$ cat src/rtl/cdb_arbiter_if.sv
// cdb_arbiter_if: bundles the function-unit request side and the registered CDB
// broadcast side of the Common Data Bus arbiter.
//   fu_req     FU -> arb   per-FU result request
//   fu_rob_id  FU -> arb   per-FU ROB tag, FU i at [i*ROB_ENTRY_LOG2 +: ROB_ENTRY_LOG2]
//   fu_data    FU -> arb   per-FU result, FU i at [i*DATA_WIDTH +: DATA_WIDTH]
//   fu_gnt     arb -> FU   one-hot grant, combinational
//   rob_flush  ROB -> arb  pipeline flush
//   cdb_*      arb -> listeners, registered broadcast (valid, rob_id, data, one-hot src)
// Modports: master = requester/listener side, slave = arbiter side.
interface cdb_arbiter_if #(
   parameter int unsigned REQ_NUM        = 4,
   parameter int unsigned ROB_ENTRY      = 4,
   parameter int unsigned DATA_WIDTH     = 32,
   parameter int unsigned ROB_ENTRY_LOG2 = $clog2(ROB_ENTRY)
) ();

   logic [REQ_NUM-1:0]                fu_req;
   logic [REQ_NUM*ROB_ENTRY_LOG2-1:0] fu_rob_id;
   logic [REQ_NUM*DATA_WIDTH-1:0]     fu_data;
   logic [REQ_NUM-1:0]                fu_gnt;
   logic                              rob_flush;
   logic                              cdb_valid;
   logic [ROB_ENTRY_LOG2-1:0]         cdb_rob_id;
   logic [DATA_WIDTH-1:0]             cdb_data;
   logic [REQ_NUM-1:0]                cdb_src;

   modport master (
      output fu_req, fu_rob_id, fu_data, rob_flush,
      input  fu_gnt, cdb_valid, cdb_rob_id, cdb_data, cdb_src
   );

   modport slave (
      input  fu_req, fu_rob_id, fu_data, rob_flush,
      output fu_gnt, cdb_valid, cdb_rob_id, cdb_data, cdb_src
   );

endinterface

$ cat src/rtl/cdb_arbiter.sv
// cdb_arbiter: round-robin arbiter sharing the single Common Data Bus between the
// function units (0=ALU, 1=LSU, 2=BPU, 3=CSR). One request is granted per cycle with a
// combinational one-hot fu_gnt; the winner's tag/data are broadcast on a registered CDB
// stage one cycle later.
// Ports:
//   CLK   clock, rising edge
//   RSTN  asynchronous active-low reset
//   bus   cdb_arbiter_if.slave (requests, grants, flush, CDB broadcast)
// Configuration macro:
//   CDB_ARB_BPU_PRIO_EN  when defined, a BPU request (index 2) wins unconditionally and
//                        does not advance the round-robin pointer.
module cdb_arbiter #(
   parameter int unsigned REQ_NUM        = 4,
   parameter int unsigned ROB_ENTRY      = 4,
   parameter int unsigned DATA_WIDTH     = 32,
   parameter int unsigned ROB_ENTRY_LOG2 = $clog2(ROB_ENTRY)
) (
   input logic          CLK,
   input logic          RSTN,
   cdb_arbiter_if.slave bus
);

   localparam int unsigned PtrW = (REQ_NUM > 1) ? $clog2(REQ_NUM) : 1;

`ifdef CDB_ARB_BPU_PRIO_EN
   localparam logic [PtrW-1:0] BpuIdx = PtrW'(2);
`endif

   logic [PtrW-1:0]           rr_ptr_q, rr_ptr_d;
   logic                      cdb_valid_q, cdb_valid_d;
   logic [ROB_ENTRY_LOG2-1:0] cdb_rob_id_q, cdb_rob_id_d;
   logic [DATA_WIDTH-1:0]     cdb_data_q, cdb_data_d;
   logic [REQ_NUM-1:0]        cdb_src_q, cdb_src_d;

   logic                      found;
   logic                      prio_win;
   logic                      grant;
   logic [PtrW-1:0]           winner;
   logic [PtrW-1:0]           idx;
   logic [REQ_NUM-1:0]        gnt;
   logic [ROB_ENTRY_LOG2-1:0] win_rob_id;
   logic [DATA_WIDTH-1:0]     win_data;

   // Winner selection: first set request scanning from rr_ptr with wrap.
   always_comb begin
      found    = 1'b0;
      prio_win = 1'b0;
      winner   = '0;
      idx      = '0;
      for (int unsigned k = 0; k < REQ_NUM; k++) begin
         idx = PtrW'((32'(rr_ptr_q) + k) % REQ_NUM);
         if (!found && bus.fu_req[idx]) begin
            found  = 1'b1;
            winner = idx;
         end
      end
`ifdef CDB_ARB_BPU_PRIO_EN
      if (bus.fu_req[BpuIdx]) begin
         found    = 1'b1;
         prio_win = 1'b1;
         winner   = BpuIdx;
      end
`endif
      // Flush suppresses the grant entirely; the requester simply retries later.
      grant = found & ~bus.rob_flush;
   end

   // One-hot grant and payload mux for the selected requester.
   always_comb begin
      gnt        = '0;
      win_rob_id = '0;
      win_data   = '0;
      for (int unsigned i = 0; i < REQ_NUM; i++) begin
         if (winner == PtrW'(i)) begin
            gnt[i]     = grant;
            win_rob_id = bus.fu_rob_id[i*ROB_ENTRY_LOG2 +: ROB_ENTRY_LOG2];
            win_data   = bus.fu_data[i*DATA_WIDTH +: DATA_WIDTH];
         end
      end
   end

   // Pointer advance and broadcast stage next-state.
   always_comb begin
      rr_ptr_d     = rr_ptr_q;
      cdb_valid_d  = grant;
      cdb_src_d    = gnt;
      cdb_rob_id_d = cdb_rob_id_q;
      cdb_data_d   = cdb_data_q;
      if (grant) begin
         cdb_rob_id_d = win_rob_id;
         cdb_data_d   = win_data;
         // A BPU priority win leaves fairness state untouched for the others.
         if (!prio_win) begin
            rr_ptr_d = (winner == PtrW'(REQ_NUM - 1)) ? '0 : winner + PtrW'(1);
         end
      end
   end

   always_ff @(posedge CLK or negedge RSTN) begin
      if (!RSTN) begin
         rr_ptr_q     <= '0;
         cdb_valid_q  <= 1'b0;
         cdb_rob_id_q <= '0;
         cdb_data_q   <= '0;
         cdb_src_q    <= '0;
      end else begin
         rr_ptr_q     <= rr_ptr_d;
         cdb_valid_q  <= cdb_valid_d;
         cdb_rob_id_q <= cdb_rob_id_d;
         cdb_data_q   <= cdb_data_d;
         cdb_src_q    <= cdb_src_d;
      end
   end

   assign bus.fu_gnt     = gnt;
   assign bus.cdb_valid  = cdb_valid_q;
   assign bus.cdb_rob_id = cdb_rob_id_q;
   assign bus.cdb_data   = cdb_data_q;
   assign bus.cdb_src    = cdb_src_q;

endmodule
$ cat src/flat_wrapper.sv
// flat-port wrapper written by rule: the top's interface ports become plain ports
module cdb_arbiter_flat 
#(
   parameter int unsigned REQ_NUM        = 4,
   parameter int unsigned ROB_ENTRY      = 4,
   parameter int unsigned DATA_WIDTH     = 32,
   parameter int unsigned ROB_ENTRY_LOG2 = $clog2(ROB_ENTRY)
)
  (CLK, RSTN, bus_fu_req, bus_fu_rob_id, bus_fu_data, bus_rob_flush, bus_fu_gnt, bus_cdb_valid, bus_cdb_rob_id, bus_cdb_data, bus_cdb_src);
  cdb_arbiter_if #(.REQ_NUM(REQ_NUM), .ROB_ENTRY(ROB_ENTRY), .DATA_WIDTH(DATA_WIDTH), .ROB_ENTRY_LOG2(ROB_ENTRY_LOG2)) bus_i ();
  input logic CLK;
  input logic RSTN;
  input wire logic [$bits(bus_i.fu_req)-1:0] bus_fu_req;
  input wire logic [$bits(bus_i.fu_rob_id)-1:0] bus_fu_rob_id;
  input wire logic [$bits(bus_i.fu_data)-1:0] bus_fu_data;
  input wire logic [$bits(bus_i.rob_flush)-1:0] bus_rob_flush;
  output wire logic [$bits(bus_i.fu_gnt)-1:0] bus_fu_gnt;
  output wire logic [$bits(bus_i.cdb_valid)-1:0] bus_cdb_valid;
  output wire logic [$bits(bus_i.cdb_rob_id)-1:0] bus_cdb_rob_id;
  output wire logic [$bits(bus_i.cdb_data)-1:0] bus_cdb_data;
  output wire logic [$bits(bus_i.cdb_src)-1:0] bus_cdb_src;
  assign bus_i.fu_req = bus_fu_req;
  assign bus_i.fu_rob_id = bus_fu_rob_id;
  assign bus_i.fu_data = bus_fu_data;
  assign bus_i.rob_flush = bus_rob_flush;
  assign bus_fu_gnt = bus_i.fu_gnt;
  assign bus_cdb_valid = bus_i.cdb_valid;
  assign bus_cdb_rob_id = bus_i.cdb_rob_id;
  assign bus_cdb_data = bus_i.cdb_data;
  assign bus_cdb_src = bus_i.cdb_src;
  cdb_arbiter #(.REQ_NUM(REQ_NUM), .ROB_ENTRY(ROB_ENTRY), .DATA_WIDTH(DATA_WIDTH), .ROB_ENTRY_LOG2(ROB_ENTRY_LOG2)) u_core (.CLK(CLK), .RSTN(RSTN), .bus(bus_i));
endmodule
$ cat config.mk
export PLATFORM = sky130hd
export DESIGN_NAME = cdb_arbiter_flat
export DESIGN_NICKNAME = d
export VERILOG_FILES = /design/src/rtl/cdb_arbiter_if.sv /design/src/rtl/cdb_arbiter.sv /design/src/flat_wrapper.sv
export SDC_FILE = /design/constraint.sdc
export NUM_CORES = 1
export LEC_CHECK = 0
export CORE_ASPECT_RATIO = 1.1
export CORE_MARGIN = 4
export CORE_UTILIZATION = 39
export DETAILED_ROUTE_END_ITERATION = 12
export GPL_TIMING_DRIVEN = 0
export PLACE_DENSITY = 0.83
export SKIP_LAST_GASP = 1
export SYNTH_ARGS = -nofsm -noshare
export SYNTH_HDL_FRONTEND = slang
export SYNTH_SLANG_ARGS = --single-unit
$ cat constraint.sdc
create_clock -name CLK -period 4.3 [get_ports CLK]
set_input_delay 0.43 -clock CLK [delete_from_list [all_inputs] [get_ports CLK]]
set_output_delay 0.43 -clock CLK [all_outputs]
set_load 0.005 [all_outputs]
After elaboration in Yosys (flattened, before gate mapping). Cells that the tools add are included.

Bits in registers: 41. Latch bits: 0. Bits in writable memories: 0. Bits in read-only memories: 0. Logic and storage cells: 54. Memories kept: 0.

Add/sub/neg operators: 4. Multipliers: 0. Divide/modulo/power cells: 0. Magnitude comparators: 4. Eq/ne operators: 3. Shift operators: 0. Muxes and demuxes: 29. Bitwise gates (word level): 2. Reductions and logical operators: 7.

Operators by type and width (count): $mux 32 (4); $mux 2 (9); $lt 2x3->1 const B (4); $mux 1 (12); $bmux 1 s2 (4); $add 2x1->2 const B (2); $add 2x2->2 const B (2); $eq 2x2->1 const B (2); $logic_and 1x1->1 (3); $logic_not 1->1 (3); $eq 2x1->1 const B (1); $logic_not 2->1 (1); $and 1x1->1 (1); $not 1->1 (1).

Depth between registers and ports, before layout. Gate-level depths: netlist of run 1.

Word-level depth: 17. Depth in mapped cells: 9.

Worst setup path before layout of run 1. No wires, ideal clock.

Path kind: input to output. Start: in bus_fu_req[2]. End: out bus_fu_gnt[3]. Arrival: 2.067 ns. Path slack: 1.803 ns. Stages: 8. Path buffers: 3. Cell sequence: nor2b_1 o21ai_0 and3_1 ha_1 clkbuf_1 clkbuf_1 clkbuf_1 and3_1.

Word-level cells in the longest chain between the ends: 14.

RTL lines: start: declaration (line flat_wrapper.sv:13) `input wire logic [$bits(bus_i.fu_req)-1:0] bus_fu_req;`; $bmux 1 s2 (line cdb_arbiter.sv:52) `if (!found && bus.fu_req[idx]) begin`; $mux 1 (not written as such) (line cdb_arbiter.sv:52); $mux 1 (line cdb_arbiter.sv:52); $logic_not 1->1 (line cdb_arbiter.sv:52); $logic_and 1x1->1 (line cdb_arbiter.sv:52); $mux 1 (line cdb_arbiter.sv:52); $logic_not 1->1 (line cdb_arbiter.sv:52); $logic_and 1x1->1 (line cdb_arbiter.sv:52); $mux 1 (line cdb_arbiter.sv:52); $logic_not 1->1 (line cdb_arbiter.sv:52); $logic_and 1x1->1 (line cdb_arbiter.sv:52); $mux 2 / $mux 1 (equally long branches) (line cdb_arbiter.sv:52); $eq 2x2->1 / $and 1x1->1 (equally long branches) (line cdb_arbiter.sv:74, cdb_arbiter.sv:65); $mux 1 * (line cdb_arbiter.sv:74) `if (winner == PtrW'(i)) begin`; end: declaration (line flat_wrapper.sv:17) `output wire logic [$bits(bus_i.fu_gnt)-1:0] bus_fu_gnt;`.

Every way passes the cells marked *; elsewhere a longest branch is shown, timed or not. The select of a mux whose other input is x is not followed.

Final worst setup path of run 1. Ends and elaborated chain as after synthesis.

==> reports/results.env, run 1 <==
GP_ROUTABILITY_CONGESTION=0.852
SYNTHTOPCELLSBYAREA='dfrtp_1, a21oi_1, a221o_1'
TRANSITION_TIME_OF_THE_TIGHTEST_SLEW_CHECK_PIN_NS=0.587
NETLIST.TOP_CELL.BY_AREA='dfrtp_1'
P_SEQ_SHARE_PCT=28.0
VIA_PER_INST=5.61
ROOT_BUF_CELL='clkbuf_8'
SETUP-TNS-FINAL_NS=0
DETAILEDROUTE.FIRSTITERATIONVIOLATIONS=193
CTS_BUFFER_DEPTH=2
DRC_ERRORS=0
TIMING_HOLD_VIOLATIONS_FINAL=0
CORE_SQ_MM=0.00705
IR_DROP_mV=0.238
LAYOUT.CELLS.NON_FILLER=626
WORSTSETUPENDPOINTTYPE='output pin'
TIMING.MAX_CAP.VIOLATIONS=0
GLOBAL_ROUTING_USAGE_SUMMED_ACROSS_ALL_ROUTING_LAYERS_PCT=25.2
NETLIST.AREA_LEADER.SHARE_PCT=36.3
POST_ROUTE_CELLS_DRIVE_ABOVE_1_SHARE_PCT=3.14
DIE_HEIGHT_UM=97.2
SETUP.WORST_PATH.START_CLASS='input port'
P_SW_SHARE_PCT=38.1
CTS_POST_SETUP_BUFFERS_INSERTED=0
CLOCK-SINKS=41
CRITICAL_PATH_PEAK_FANOUT=10
GLOBALROUTEOVERFLOWTOTAL=0
P_COMB_SHARE_PCT=60.3
HPWL_MM=8.94
NUM_ROWS=32
VIA_COUNT_OF_THE_FIRST_GLOBAL_ROUTING_PASS=3683
MAX-SLEW-MARGIN-REL_PCT=60.9
TRITONCTS='yes'
P_TOTAL_mW=2.22
SYNTH.CELL_AREA_SQ_MM=0.00282
RSZ0062_AT_GRT='false'
SWITCHING_POWER_mW=0.844
DRT_FIRST_PASS_ITERS=4
FLOW.AREA_GROWTH_FROM_SYNTHESIS_PCT=73.1
CTS_MADE_BUFFERS=5
SETUP_VIOLATIONS=0
CTSHTREEMAXLEVEL=2
REQUIRED_NS=3.87
YOSYS_WARNINGS=0
TIMING.CRITICAL_PATH.ARRIVAL_NS=3.60
CLOCK.FMAX_GHz=0.248
CLK_LATENCY_WORST_SKEW_PAIR_NS=0.30
POSTSYNTHCELLCOUNT=347
GRT_ANTENNA_BEFORE_REPAIR=0
CELLINTERNALPOWER_mW=1.37
SYNTH_EDF_COUNT=0
PWR-SHARE-CLK_PCT=11.7
NUM-FILL-CELLS=596
SYNTHDISTINCTLIBCELLS=26
FINALINSTANCEAREA_SQ_MM=0.00489
CLOCK_EDGE_TRANSITION_AT_THE_REGISTERS_ON_THE_REPORTED_SETUP_AND_HOLD_PATHS_NS=0.09
PLACED_CELLS_INCL_TAPS=618
YS_SEQ_ELEMENTS=41
DESIGN.FINAL.NETS=687
DRT-TOTAL-WL_MM=11.5
PWR_DENSITY_CELL_mW_PER_MM2=453
PLACED_AREA_SQ_MM=0.00480
HOLD_PATH.CLASS='in -> async'
WORST_HOLD_SLACK_NS=0.117
YS.FLOP_TYPE='dfrtp_1'
SYNTH_NETS=494
AVERAGE_WIRE_PER_CELL_IN_THE_ROUTED_DESIGN_UM=18.4
SETUP_SLACK_NS=0.271
TIMING.FINAL.CRIT_SHARE_PCT=93.7
LARGEST_NET_DEGREE_AT_THE_START_OF_GLOBAL_ROUTING=22
SLEW_VIOL_FINAL=0
CTS_HOLD_REPAIR.BUFFERS=0
NUMBER_OF_PRIMARY_I_O_PINS=186
SYN_AVG_CELL_AREA_SQ_UM=8.13
FLOORPLAN.INITIALDENSITY_PCT=40.1
PORTION_OF_THE_POST_SYNTHESIS_AREA_USED_BY_SEQUENTIAL_ELEMENTS_PCT=36.3
POSTCTSRESIZEDCELLS=0
PLACE_WS_NS=0.284
ANTENNA-DIODE-COUNT=0
LAYOUT.CORE_UTILIZATION_PCT=69.3
ANT_NETS=0
DIE_WIDTH_UM=89.1
SYNTHARSTFLOPSHARE_PCT=100
DETAILROUTE.VIA_COUNT=3510
IO_BUFFER_COUNT=185
FINAL_PERIOD_MINUS_WORST_SETUP_SLACK_NS=4.03
FINAL.SETUP_SKEW_NS=0.00710
LAYOUT.AREA.SEQ_SQ_MM=0.00103
RUN_STATUS='completed'
TIMING_WORST_SETUP_PATH_TYPE='in -> out'
TOTAL_LEAKAGE_POWER_nW=1.94
FLOORPLAN.DIE_AREA_SQ_MM=0.00866
AREA_OF_COMBINATIONAL_CELLS_WITH_MULTIPLE_INPUTS_SQ_MM=0.00148
GRT_FIRST_PASS_WIRELENGTH_MM=17.3
-- cell usage in the layout (no fill, tap or decap), types with 2 or more instances in the layout --
cell type,count
clkdlybuf4s50_1,184
a21oi_1,69
dfrtp_1,41
inv_1,35
clkbuf_1,35
nand3b_1,34
a221o_1,34
nand2_1,34
a31oi_1,34
and3_1,5
clkbuf_8,5
nor2b_1,4
buf_6,4
ha_1,4
buf_2,3
clkinv_2,2
-- worst max-delay path, cell delays in order --
cell	delay (ns)
clkdlybuf4s50_1	0.45
nor2b_1	0.15
o21ai_0	0.28
and3_1	0.25
ha_1	0.15
clkbuf_1	0.22
clkbuf_1	0.46
clkbuf_1	0.45
and3_1	0.25
clkdlybuf4s50_1	0.50
-- metal layers --
metal | vias to the layer above | part of all wire (%) | track usage, %
met3 | 14 | 11 | 6.45
met1 | 1665 | 37 | 28.8
met4 | 0 | 1.4 | 6.53
met2 | 178 | 51 | 45.3
li1 | 1653 | - | -
met5 | - | 0 | 0
-- sequential cells by signal, indices dropped and copies added, names as in the netlist --
| signal | count |
|---|---|
| u_core.bus.cdb_valid | 1 |
| u_core.bus.cdb_rob_id | 2 |
| u_core.rr_ptr_q | 2 |
| u_core.bus.cdb_data | 32 |
| u_core.bus.cdb_src | 4 |
-- synth_stat cells, types with 2 or more instances --
cell type  instances
a21oi_1           69
a221o_1           34
a31oi_1           34
and3_1             5
buf_2              2
buf_6              4
clkbuf_1          34
dfrtp_1           41
ha_1               4
inv_1             35
nand2_1           34
nand3b_1          34
nor2b_1            4
-- area by class of cell --
class	instances	share of cell area (%)
buffer	40	3.74
multi-input combinational	231	30.3
inverter	35	2.69
clock buffer	6	1.49
sequential	41	21.0
clock inverter	2	0.205
timing repair buffer	186	38.4
tap	85	2.18
-- power groups by stage --
stage               Combinational [mW]  Clock, mW  Sequential, mW
finish                            1.34      0.259           0.620
global route                      1.46      0.269           0.636
CTS                               1.34      0.257           0.620
detailed placement                1.34          0           0.627
global placement                  1.31          0           0.618
floorplan                        0.683          0           0.627
-- final timing paths --
| kind | slack, ns | to | depth (start not counted) | start |
|---|---|---|---|---|
| setup / recovery | 0.27 | bus_fu_gnt[3] | 10 | bus_fu_req[2] |
| hold / removal | 0.12 | u_core.bus.cdb_data[24] | 1 | RSTN |
| setup reg to reg | 1.55 | u_core.bus.cdb_data[4] | 9 | u_core.rr_ptr_q[1] |
| hold reg to reg | 0.55 | u_core.bus.cdb_data[14] | 2 | u_core.bus.cdb_data[14] |
| max in group asynchronous | 3.68 | u_core.bus.cdb_data[9] | 2 | RSTN |
| min in group CLK | 0.55 | u_core.bus.cdb_data[14] | 2 | u_core.bus.cdb_data[14] |
-- kinds of logic after synthesis --
group / share of synthesized area [%]
mux: 0.532
compound gates: 33.6
flops: 36.3
fa+ha+maj: 1.77
buf+inv: 11.1
simple gates: 16.6
Note: power is estimated with default switching activity, not from simulation.
==> run 2, diff against run 1 <==
CAP_MARGIN = 0   (was not set)
==> results of run 2 <==
No change in the layout: final DEF, timing and power equal those of run 1.
